===== config.mk =====
export PLATFORM = sky130hd
export DESIGN_NAME = vga_frame_monitor_flat
export DESIGN_NICKNAME = d
export VERILOG_FILES = /design/src/rtl/vga_frame_monitor_if.sv /design/src/rtl/vga_frame_monitor.sv /design/src/flat_wrapper.sv
export SDC_FILE = /design/constraint.sdc
export NUM_CORES = 1
export LEC_CHECK = 0
export ABC_AREA = 1
export BUFFER_PORTS_ARGS = -buffer_cell sky130_fd_sc_hd__buf_2
export CAP_MARGIN = 40
export CORE_MARGIN = 5
export CORE_UTILIZATION = 61
export DETAILED_ROUTE_END_ITERATION = 16
export PLACE_DENSITY = 0.85
export SYNTH_ARGS = -nofsm -noshare
export SYNTH_HDL_FRONTEND = slang
export SYNTH_SLANG_ARGS = --single-unit
export TNS_END_PERCENT = 50

===== constraint.sdc =====
create_clock -name I_clk -period 5.75 [get_ports I_clk]
set_clock_uncertainty 0.1 [all_clocks]
set_input_delay 1.4375 -clock I_clk [delete_from_list [all_inputs] [get_ports I_clk]]
set_output_delay 1.4375 -clock I_clk [all_outputs]
set_load 0.005 [all_outputs]

===== src/rtl/vga_frame_monitor_if.sv =====
// vga_frame_monitor_if
// Groups the display-path signals seen by the VGA frame monitor: the sampled
// sync/RGB inputs with their pixel enable, and the qualified pixel stream
// plus status outputs.
//   master : the display path / bench side (drives I_*, observes O_*)
//   slave  : the monitor (observes I_*, drives O_*)
interface vga_frame_monitor_if;
    logic        I_pix_en;
    logic        I_hs;
    logic        I_vs;
    logic [3:0]  I_red;
    logic [3:0]  I_green;
    logic [3:0]  I_blue;
    logic [9:0]  O_x;
    logic [9:0]  O_y;
    logic [11:0] O_pix;
    logic        O_pix_valid;
    logic        O_sof;
    logic        O_locked;
    logic        O_err_hs;
    logic        O_err_vs;
    logic [15:0] O_frame_cnt;

    modport master (
        output I_pix_en, I_hs, I_vs, I_red, I_green, I_blue,
        input  O_x, O_y, O_pix, O_pix_valid, O_sof, O_locked,
               O_err_hs, O_err_vs, O_frame_cnt
    );

    modport slave (
        input  I_pix_en, I_hs, I_vs, I_red, I_green, I_blue,
        output O_x, O_y, O_pix, O_pix_valid, O_sof, O_locked,
               O_err_hs, O_err_vs, O_frame_cnt
    );
endinterface


===== src/rtl/vga_frame_monitor.sv =====
// vga_frame_monitor
// VGA sink: recovers pixel coordinates from hsync/vsync, checks line and frame
// timing, locks onto a clean stream and emits a qualified, registered pixel
// stream.
// Ports:
//   I_clk  : system clock
//   I_rst  : synchronous active-high reset
//   bus    : slave side of vga_frame_monitor_if
//            inputs  I_pix_en, I_hs, I_vs, I_red/I_green/I_blue
//            outputs O_x, O_y, O_pix, O_pix_valid, O_sof, O_locked,
//                    O_err_hs, O_err_vs, O_frame_cnt
module vga_frame_monitor #(
    parameter int   H_SYNC      = 96,
    parameter int   H_BACK      = 48,
    parameter int   H_ACTIVE    = 640,
    parameter int   H_TOTAL     = 800,
    parameter int   V_SYNC      = 2,
    parameter int   V_BACK      = 33,
    parameter int   V_ACTIVE    = 480,
    parameter int   V_TOTAL     = 525,
    parameter logic SYNC_ACTIVE = 1'b0
) (
    input logic                I_clk,
    input logic                I_rst,
    vga_frame_monitor_if.slave bus
);

    localparam logic [1:0] ST_SEEK   = 2'd0;
    localparam logic [1:0] ST_VERIFY = 2'd1;
    localparam logic [1:0] ST_LOCK   = 2'd2;

    localparam logic [9:0] HCNT_MAX    = 10'd1023;
    localparam logic [9:0] HCNT_PRESAT = 10'd1022;
    localparam logic [9:0] H_START     = 10'(H_SYNC + H_BACK);
    localparam logic [9:0] H_END       = 10'(H_SYNC + H_BACK + H_ACTIVE - 1);
    localparam logic [9:0] V_START     = 10'(V_SYNC + V_BACK);
    localparam logic [9:0] V_END       = 10'(V_SYNC + V_BACK + V_ACTIVE - 1);
    localparam logic [9:0] H_LAST      = 10'(H_TOTAL - 1);
    localparam logic [9:0] V_LAST      = 10'(V_TOTAL - 1);
    localparam logic [9:0] H_SYNC_W    = 10'(H_SYNC);

    // prev registers hold "sync was asserted" flags, so reset value 0 = deasserted
    logic        hs_prev_q, hs_prev_d, vs_prev_q, vs_prev_d;
    logic [9:0]  hcnt_q, hcnt_d, vcnt_q, vcnt_d;
    logic [1:0]  state_q, state_d;
    logic        skip_line_q, skip_line_d;
    logic [9:0]  x_q, x_d, y_q, y_d;
    logic [11:0] pix_q, pix_d;
    logic        pix_valid_q, pix_valid_d, sof_q, sof_d, locked_q, locked_d;
    logic        err_hs_q, err_hs_d, err_vs_q, err_vs_d;
    logic [15:0] frame_cnt_q, frame_cnt_d;

    logic       hs_act_s, vs_act_s, hs_rise_s, hs_fall_s, vs_rise_s;
    logic [9:0] hcnt_nxt_s, vcnt_nxt_s;
    logic       seeking_s, active_s, err_hs_s, err_vs_s, any_err_s;

    assign hs_act_s  = (bus.I_hs == SYNC_ACTIVE);
    assign vs_act_s  = (bus.I_vs == SYNC_ACTIVE);
    assign hs_rise_s = hs_act_s & ~hs_prev_q;
    assign hs_fall_s = ~hs_act_s & hs_prev_q;
    assign vs_rise_s = vs_act_s & ~vs_prev_q;

    // Counter values belonging to the current sample
    assign hcnt_nxt_s = hs_rise_s ? 10'd0 :
                        ((hcnt_q == HCNT_MAX) ? HCNT_MAX : (hcnt_q + 10'd1));
    assign vcnt_nxt_s = vs_rise_s ? 10'd0 :
                        (hs_rise_s ? (vcnt_q + 10'd1) : vcnt_q);

    assign seeking_s = (state_q == ST_SEEK);
    assign active_s  = (hcnt_nxt_s >= H_START) && (hcnt_nxt_s <= H_END) &&
                       (vcnt_nxt_s >= V_START) && (vcnt_nxt_s <= V_END);

    // Line checks are suppressed for a line that began before the VERIFY
    // entry edge (skip_line_q); the saturation check fires only on the step
    // into 1023, so a stuck hsync reports once.
    assign err_hs_s = ~seeking_s & (
                          (hs_rise_s & ~skip_line_q & (hcnt_q != H_LAST)) |
                          (hs_fall_s & ~skip_line_q & (hcnt_nxt_s != H_SYNC_W)) |
                          (~hs_rise_s & (hcnt_q == HCNT_PRESAT)));
    assign err_vs_s  = ~seeking_s & vs_rise_s & (vcnt_q != V_LAST);
    assign any_err_s = err_hs_s | err_vs_s;

    // Next-state logic: everything advances only on pixel-enabled samples
    always_comb begin
        hs_prev_d   = hs_prev_q;
        vs_prev_d   = vs_prev_q;
        hcnt_d      = hcnt_q;
        vcnt_d      = vcnt_q;
        state_d     = state_q;
        skip_line_d = skip_line_q;
        x_d         = x_q;
        y_d         = y_q;
        pix_d       = pix_q;
        frame_cnt_d = frame_cnt_q;
        locked_d    = locked_q;
        pix_valid_d = 1'b0;
        sof_d       = 1'b0;
        err_hs_d    = 1'b0;
        err_vs_d    = 1'b0;
        if (bus.I_pix_en) begin
            hs_prev_d = hs_act_s;
            vs_prev_d = vs_act_s;
            hcnt_d    = hcnt_nxt_s;
            vcnt_d    = vcnt_nxt_s;
            err_hs_d  = err_hs_s;
            err_vs_d  = err_vs_s;

            if (seeking_s && vs_rise_s) begin
                skip_line_d = ~hs_rise_s;
            end else if (hs_rise_s) begin
                skip_line_d = 1'b0;
            end else begin
                skip_line_d = skip_line_q;
            end

            case (state_q)
                ST_SEEK: begin
                    if (vs_rise_s) begin
                        state_d = ST_VERIFY;
                    end else begin
                        state_d = ST_SEEK;
                    end
                end
                ST_VERIFY: begin
                    if (any_err_s) begin
                        state_d = ST_SEEK;
                    end else if (vs_rise_s) begin
                        state_d = ST_LOCK;
                    end else begin
                        state_d = ST_VERIFY;
                    end
                end
                ST_LOCK: begin
                    if (any_err_s) begin
                        state_d = ST_SEEK;
                    end else begin
                        state_d = ST_LOCK;
                    end
                end
                default: state_d = ST_SEEK;
            endcase

            // A clean vs edge outside SEEK either confirms the lock or keeps it
            if (!seeking_s && vs_rise_s && !any_err_s) begin
                frame_cnt_d = frame_cnt_q + 16'd1;
            end else begin
                frame_cnt_d = frame_cnt_q;
            end

            locked_d = (state_d == ST_LOCK);

            if ((state_q == ST_LOCK) && active_s) begin
                pix_valid_d = 1'b1;
                x_d         = hcnt_nxt_s - H_START;
                y_d         = vcnt_nxt_s - V_START;
                pix_d       = {bus.I_red, bus.I_green, bus.I_blue};
                sof_d       = (hcnt_nxt_s == H_START) && (vcnt_nxt_s == V_START);
            end else begin
                pix_valid_d = 1'b0;
                sof_d       = 1'b0;
            end
        end else begin
            pix_valid_d = 1'b0;
            sof_d       = 1'b0;
        end
    end

    // State and output registers with synchronous reset
    always_ff @(posedge I_clk) begin
        if (I_rst) begin
            hs_prev_q   <= 1'b0;
            vs_prev_q   <= 1'b0;
            hcnt_q      <= 10'd0;
            vcnt_q      <= 10'd0;
            state_q     <= ST_SEEK;
            skip_line_q <= 1'b0;
            x_q         <= 10'd0;
            y_q         <= 10'd0;
            pix_q       <= 12'd0;
            pix_valid_q <= 1'b0;
            sof_q       <= 1'b0;
            locked_q    <= 1'b0;
            err_hs_q    <= 1'b0;
            err_vs_q    <= 1'b0;
            frame_cnt_q <= 16'd0;
        end else begin
            hs_prev_q   <= hs_prev_d;
            vs_prev_q   <= vs_prev_d;
            hcnt_q      <= hcnt_d;
            vcnt_q      <= vcnt_d;
            state_q     <= state_d;
            skip_line_q <= skip_line_d;
            x_q         <= x_d;
            y_q         <= y_d;
            pix_q       <= pix_d;
            pix_valid_q <= pix_valid_d;
            sof_q       <= sof_d;
            locked_q    <= locked_d;
            err_hs_q    <= err_hs_d;
            err_vs_q    <= err_vs_d;
            frame_cnt_q <= frame_cnt_d;
        end
    end

    assign bus.O_x         = x_q;
    assign bus.O_y         = y_q;
    assign bus.O_pix       = pix_q;
    assign bus.O_pix_valid = pix_valid_q;
    assign bus.O_sof       = sof_q;
    assign bus.O_locked    = locked_q;
    assign bus.O_err_hs    = err_hs_q;
    assign bus.O_err_vs    = err_vs_q;
    assign bus.O_frame_cnt = frame_cnt_q;

endmodule

===== src/flat_wrapper.sv =====
// flat-port wrapper written by rule: the top's interface ports become plain ports
module vga_frame_monitor_flat 
#(
    parameter int   H_SYNC      = 96,
    parameter int   H_BACK      = 48,
    parameter int   H_ACTIVE    = 640,
    parameter int   H_TOTAL     = 800,
    parameter int   V_SYNC      = 2,
    parameter int   V_BACK      = 33,
    parameter int   V_ACTIVE    = 480,
    parameter int   V_TOTAL     = 525,
    parameter logic SYNC_ACTIVE = 1'b0
)
  (I_clk, I_rst, bus_I_pix_en, bus_I_hs, bus_I_vs, bus_I_red, bus_I_green, bus_I_blue, bus_O_x, bus_O_y, bus_O_pix, bus_O_pix_valid, bus_O_sof, bus_O_locked, bus_O_err_hs, bus_O_err_vs, bus_O_frame_cnt);
  vga_frame_monitor_if bus_i ();
  input logic I_clk;
  input logic I_rst;
  input wire logic [$bits(bus_i.I_pix_en)-1:0] bus_I_pix_en;
  input wire logic [$bits(bus_i.I_hs)-1:0] bus_I_hs;
  input wire logic [$bits(bus_i.I_vs)-1:0] bus_I_vs;
  input wire logic [$bits(bus_i.I_red)-1:0] bus_I_red;
  input wire logic [$bits(bus_i.I_green)-1:0] bus_I_green;
  input wire logic [$bits(bus_i.I_blue)-1:0] bus_I_blue;
  output wire logic [$bits(bus_i.O_x)-1:0] bus_O_x;
  output wire logic [$bits(bus_i.O_y)-1:0] bus_O_y;
  output wire logic [$bits(bus_i.O_pix)-1:0] bus_O_pix;
  output wire logic [$bits(bus_i.O_pix_valid)-1:0] bus_O_pix_valid;
  output wire logic [$bits(bus_i.O_sof)-1:0] bus_O_sof;
  output wire logic [$bits(bus_i.O_locked)-1:0] bus_O_locked;
  output wire logic [$bits(bus_i.O_err_hs)-1:0] bus_O_err_hs;
  output wire logic [$bits(bus_i.O_err_vs)-1:0] bus_O_err_vs;
  output wire logic [$bits(bus_i.O_frame_cnt)-1:0] bus_O_frame_cnt;
  assign bus_i.I_pix_en = bus_I_pix_en;
  assign bus_i.I_hs = bus_I_hs;
  assign bus_i.I_vs = bus_I_vs;
  assign bus_i.I_red = bus_I_red;
  assign bus_i.I_green = bus_I_green;
  assign bus_i.I_blue = bus_I_blue;
  assign bus_O_x = bus_i.O_x;
  assign bus_O_y = bus_i.O_y;
  assign bus_O_pix = bus_i.O_pix;
  assign bus_O_pix_valid = bus_i.O_pix_valid;
  assign bus_O_sof = bus_i.O_sof;
  assign bus_O_locked = bus_i.O_locked;
  assign bus_O_err_hs = bus_i.O_err_hs;
  assign bus_O_err_vs = bus_i.O_err_vs;
  assign bus_O_frame_cnt = bus_i.O_frame_cnt;
  vga_frame_monitor #(.H_SYNC(H_SYNC), .H_BACK(H_BACK), .H_ACTIVE(H_ACTIVE), .H_TOTAL(H_TOTAL), .V_SYNC(V_SYNC), .V_BACK(V_BACK), .V_ACTIVE(V_ACTIVE), .V_TOTAL(V_TOTAL), .SYNC_ACTIVE(SYNC_ACTIVE)) u_core (.I_clk(I_clk), .I_rst(I_rst), .bus(bus_i));
endmodule

### Word level (Yosys, flattened, before mapping)

Cells that the tools add are included.

| word-level totals | value |
|---|---|
| input port bits | 17 |
| logic and storage cells | 87 |
| register bits | 78 |

| cells by class | value |
|---|---|
| reductions and logical operators | 17 |
| magnitude comparators | 4 |
| multiplexer cells | 13 |
| equality and inequality tests | 10 |
| $add $sub $neg | 5 |
| bitwise logic cells | 23 |

Operator list:

| operator | count |
|---|---|
| $mux W10 | 4 |
| $add A10 B1 Y10 const B | 2 |
| $eq A10 B10 Y1 const B | 2 |
| $le A10 B10 Y1 const B | 2 |
| $ne A10 B10 Y1 const B | 2 |
| $add A16 B1 Y16 const B | 1 |
| $and A1 B1 Y1 | 11 |
| $eq A10 B6 Y1 const B | 1 |
| $eq A10 B8 Y1 const B | 1 |
| $ge A10 B6 Y1 const B | 1 |
| $ge A10 B8 Y1 const B | 1 |
| $ne A10 B7 Y1 const B | 1 |
| $sub A10 B6 Y10 const B | 1 |
| $sub A10 B8 Y10 const B | 1 |
| $not A1 Y1 | 9 |
| $logic_and A1 B1 Y1 | 8 |
| $mux W2 | 4 |
| $pmux W2 S3 | 1 |
| $reduce_and A2 Y1 | 3 |
| $eq A2 B2 Y1 const B | 2 |
| $mux W1 | 4 |
| $or A1 B1 Y1 | 3 |
| $reduce_or A3 Y1 | 1 |
| $eq A2 B1 Y1 const B | 1 |
| other kinds (4) | 5 |

### Longest topological paths before layout

| logic depth | value |
|---|---|
| word-level depth | 13 |
| depth in mapped cells | 20 |
| mapped depth without buffers | 20 |

### Worst setup path after synthesis

OpenSTA, ideal clock, no wires.

| timing path | value |
|---|---|
| path kind | in2reg |
| from | in bus_I_vs |
| to | reg u_core.pix_q[11] (netlist: u_core.bus.O_pix[11]) |
| library setup time | 0.070 ns |
| cell stages on the path | 14 |
| required time | 5.580 ns |
| slack | 2.426 ns |
| data arrival time | 3.154 ns |
| path buffers | 2 |
| cell sequence | nor2_1 -> inv_1 -> buf_2 -> nand3_2 -> inv_1 -> ha_1 -> nor2_2 -> nand2_1 -> nand2_2 -> nand2_2 -> nand3_2 -> buf_6 -> nand2_1 -> a21oi_1 |

| on the way | value |
|---|---|
| word-level cells in the longest chain between the ends | 8 |
| elaborated cells between the ends (all ways) | 9 |
| classes of those cells | order compare (2); mux (1); bitwise (2); reduce/logical (4) |

Ends and longest elaborated chain:

| element | line | text |
|---|---|---|
| start, declared | flat_wrapper.sv:20 | `input wire logic [$bits(bus_i.I_vs)-1:0] bus_I_vs;` |
| $not A1 Y1 * | vga_frame_monitor.sv:58 | `assign vs_act_s = (bus.I_vs == SYNC_ACTIVE);` |
| $and A1 B1 Y1 * | vga_frame_monitor.sv:61 | `assign vs_rise_s = vs_act_s & ~vs_prev_q;` |
| $mux W10 * | vga_frame_monitor.sv:66 | `assign vcnt_nxt_s = vs_rise_s ? 10'd0 :` |
| via u_core.vcnt_nxt_s[0] | vga_frame_monitor.sv:54 | `logic [9:0] hcnt_nxt_s, vcnt_nxt_s;` |
| $ge A10 B6 Y1 | vga_frame_monitor.sv:71 | `(vcnt_nxt_s >= V_START) && (vcnt_nxt_s <= V_END);` |
| $logic_and A1 B1 Y1 | vga_frame_monitor.sv:70 | `assign active_s = (hcnt_nxt_s >= H_START) && (hcnt_nxt_s <= H_END) &&` |
| $logic_and A1 B1 Y1 * | vga_frame_monitor.sv:71 |  |
| $logic_and A1 B1 Y1 * | vga_frame_monitor.sv:152 | `if ((state_q == ST_LOCK) && active_s) begin` |
| $reduce_and A2 Y1 (no line) * | - |  |
| end signal, assigned | vga_frame_monitor.sv:195 | `pix_q <= pix_d;` |
| end, declared | vga_frame_monitor.sv:48 | `logic [11:0] pix_q, pix_d;` |

The timed path passes the listed nets; every way through them passes the cells marked *.
A chain may end at the register's enable or synchronous reset.

### Worst setup path in the final report

| timing path | value |
|---|---|
| from | in bus_I_vs |
| to | reg u_core.x_q[9] (netlist: u_core.bus.O_x[9]) |

| on the way | value |
|---|---|
| word-level cells in the longest chain between the ends | 8 |
| elaborated cells between the ends (all ways) | 9 |
| classes of those cells | order compare (2); mux (1); bitwise (2); reduce/logical (4) |

Ends and longest elaborated chain:

| element | line | text |
|---|---|---|
| $not A1 Y1 * | vga_frame_monitor.sv:58 |  |
| $and A1 B1 Y1 * | vga_frame_monitor.sv:61 |  |
| $mux W10 * | vga_frame_monitor.sv:66 |  |
| via u_core.vcnt_nxt_s[0] | vga_frame_monitor.sv:54 |  |
| $ge A10 B6 Y1 | vga_frame_monitor.sv:71 |  |
| $logic_and A1 B1 Y1 | vga_frame_monitor.sv:70 |  |
| $logic_and A1 B1 Y1 * | vga_frame_monitor.sv:71 |  |
| $logic_and A1 B1 Y1 * | vga_frame_monitor.sv:152 |  |
| $reduce_and A2 Y1 (no line) * | - |  |
| end signal, assigned | vga_frame_monitor.sv:177 | `x_q <= 10'd0;` |
| end signal, assigned | vga_frame_monitor.sv:193 | `x_q <= x_d;` |
| end, declared | vga_frame_monitor.sv:47 | `logic [9:0] x_q, x_d, y_q, y_d;` |

Marks and branches as above.

==> summary.md <==
| Metric | Value |
|---|---|
| Worst VDD drop | 0.175 mV |
| DR pass1 iterations | 5 |
| Clk sinks | 78 |
| Flop pwr share | 50.3% |
| DRC viols | 0 |
| Critical Path Max Stage Delay | 0.60 ns |
| Dpl hpwl | 7.77 mm |
| Clock power share | 37.9% |
| Routed Antenna Nets | 0 |
| Setup violators final | 0 |
| RD Place Congestion | 0.973 |
| Final Util | 71.3% |
| Post-DP Area | 4660 um2 |
| Cell count after synthesis | 626 |
| Mux contribution to synthesized area | 0% |
| Total chip power | 1.12 mW |
| Core Area | 6830 um2 |
| Antenna Cells | 0 |
| I/O Pins | 70 |
| Syn avg cell area | 6.89 um2 |
| Post-CTS setup buffers | 0 |
| Unrepaired setup endpoints after global routing | false |
| Max-cap viol count | 0 |
| Gr usage total | 25.1% |
| Worst Path Arrival | 4.40 ns |
| PortBufs | 69 |
| WL per Instance | 13.7 um |
| Design Area, Final | 4870 um2 |
| Number of synthesized flops with an enable pin | 0 |
| Start of the worst register-to-register path | u_core.hcnt_q[0] |
| Combinational share of power | 11.8% |
| Clk_lat worst skew | 0.35 ns |
| Critical path, cell by cell | buf_2, nor2_1, inv_1, nand3_2, inv_1, ha_1, nor2_2, nand2_1, nand2_2, nand2_2, nand3_2, nand2_1, a21oi_1 |
| Post-synth ARST share | 0% |
| Mapped Area | 4310 um2 |
| Least-Margin Pin Slew | 0.686 ns |
| Fillers | 581 |
| Commonest non-fill, non-tap cell in the layout | nand2_1 |
| Post-Synth XOR/XNOR Area | 2.64% |
| Dominant combinational cell family by area after synthesis | simple AND/OR/NAND/NOR gates |
| P&R area growth vs syn | 12.9% |
| DR iter-0 viols | 404 |
| Deepest clock path buffer count | 2 |
| DR vias | 4272 |
| Rel. slew slack | 54.3% |
| Prevailing post-synth register cell | dfxtp_1 |
| Critical setup path kind | primary input to flop |
| CP bufs+invs | 3 |
| Sequential fraction of the synthesis area | 36.2% |
| Die height | 94.1 um |
| Clock transition at path regs | 0.09 ns |
| Startpoint Class | primary input |
| Netlist cell types | 36 |
| CTS HTree Levels | 3 |
| Yosys warning count | 0 |
| Int Power | 798 uW |
| Psw | 322 uW |
| CP max stage cell | nand3_2 |
| Area share of fa/ha/maj cells after synthesis | 2.90% |
| Max Slew Vio Count | 0 |
| CP startpoint | bus_I_vs |
| Status | complete, no violations |
| Critical Path RT | 5.92 ns |
| Crit end category | flop |
| Layout Nets | 710 |
| CP max FO | 32 |
| Crit path time final | 4.23 ns |
| CTS buffer count | 9 |
| TNS Setup | 0 ns |
| Setup ws final | 1.52 ns |
| Switching Share | 28.7% |
| Worst hold start | u_core.bus.O_y[7] |
| Largest net degree at the start of global routing | 45 |
| Commonest cells after routing, fill and taps aside | nand2_1, dfxtp_1, inv_1 |
| # hold bufs at CTS | 0 |
| Die Area | 8850 um2 |
| Starting Density | 63.1% |
| # resized after CTS | 0 |
| Clock Root Buffer | clkbuf_8 |
| Die X | 94.1 um |
| CP top delay family | simple AND/OR/NAND/NOR gates |
| Number of global-route vias before repair | 3985 |
| Flop and latch count out of synthesis | 78 |
| CTS tree | yes |
| Global-route wire length before repair | 18.1 mm |
| Pwr per Cell Area | 230 nW/um2 |
| Detailed Route WL | 10.7 mm |
| Multi-input combinational cell area | 2280 um2 |
| Layout cells sized above 1 | 17.7% |
| Reg area | 1560 um2 |
| Fin. Hold Viols | 0 |
| Initial antenna violation count | 0 |
| Synthesized Nets | 653 |
| Vias per cell | 5.45 |
| Tightest Hold Check Type | flop to flop |
| Final period util | 73.6% |
| DP Worst Slack | 1.28 ns |
| P_leak | 2.19 nW |
| GRT overflow | 0 |
| Synth Area in Compound Gates | 13.5% |
| Achievable frequency | 0.236 GHz |
| Row count | 30 |
| Synth Area in Simple Gates | 33.7% |
[layer usage]
metal / vias to the layer above / routed length, um / global-route usage, % / share of wire, %
met3: 21 / 634 / 3.61 / 5.9
met4: 0 / 222 / 10.5 / 2.1
met1: 1941 / 4610 / 31.1 / 43
met5: - / 0 / 0 / 0
li1: 2153 / - / - / -
met2: 157 / 5260 / 43.5 / 49
[sequential cells by signal, summed over array words and instances (netlist names)]
signal and count:
u_core.state_q 2, u_core.bus.O_frame_cnt 16, u_core.bus.O_pix_valid 1, u_core.bus.O_pix 12, u_core.vcnt_q 10, u_core.bus.O_sof 1
u_core.bus.O_x 10, u_core.bus.O_y 10, u_core.hcnt_q 10, u_core.bus.O_err_vs 1, u_core.hs_prev_q 1, u_core.skip_line_q 1
u_core.bus.O_locked 1, u_core.bus.O_err_hs 1, u_core.vs_prev_q 1
[cells by family (layout without fill, tap and decap cells)]
family,count (synthesis),in the layout
and+or+nand+nor,311,311
buffers and inverters,109,171
AOI/OAI and AO/OA,105,105
DFF,78,78
xor gates and xnor gates,13,13
adders and majority gates,10,10
[worst reg2reg max path, delay by kind of cell (launching register included)]
kind | cells | cell delay, ns
buf+inv | 1 | 0.16
compound gates | 2 | 0.32
fa+ha+maj | 2 | 0.53
simple gates | 10 | 1.80
flops | 1 | 0.41
[power by group through the flow]
stage	clock network, mW	logic (mW)	registers (mW)
5_1_grt	0.459	0.147	0.565
3_3_place_gp	0	0.122	0.575
3_5_place_dp	0	0.129	0.576
4_1_cts	0.430	0.130	0.563
2_1_floorplan	0	0.101	0.572
6_report	0.424	0.132	0.563
[Yosys cell counts (10+ instances only)]
| master | number | area (um2) |
|---|---|---|
| dfxtp_1 | 78 | 1560 |
| a21oi_1 | 52 | 260 |
| nor2_1 | 56 | 210 |
| nand2_1 | 136 | 510 |
| clkbuf_1 | 14 | 52.6 |
| inv_1 | 77 | 289 |
| nand3_1 | 58 | 290 |
| o21bai_1 | 10 | 75.1 |
| o21ai_0 | 29 | 145 |
| nand4_1 | 25 | 156 |
| ha_1 | 10 | 125 |
[cell type report]
type / count / share of cell area, %
tap: 96 / 2.47
inverter: 82 / 6.32
sequential: 78 / 32.1
multi-input combinational: 439 / 46.8
clock buffer: 9 / 2.54
timing repair buffer: 73 / 8.12
clock inverter: 7 / 1.64
[stage by stage]
stage	instances	hold slack, ns
4_1_cts	784	0.369
3_3_place_gp	765	0.351
6_report	784	0.369
2_1_floorplan	626	0.358
5_1_grt	784	0.382
3_5_place_dp	768	0.356
[final timing paths]
kind,endpoint,slack [ns],cells after the start
max,u_core.bus.O_x[9],1.52,13
min,u_core.bus.O_y[7],0.37,2
max reg2reg,u_core.bus.O_y[4],2.32,15
min reg2reg,u_core.bus.O_y[7],0.37,2
(Power assumes the default switching activity.)
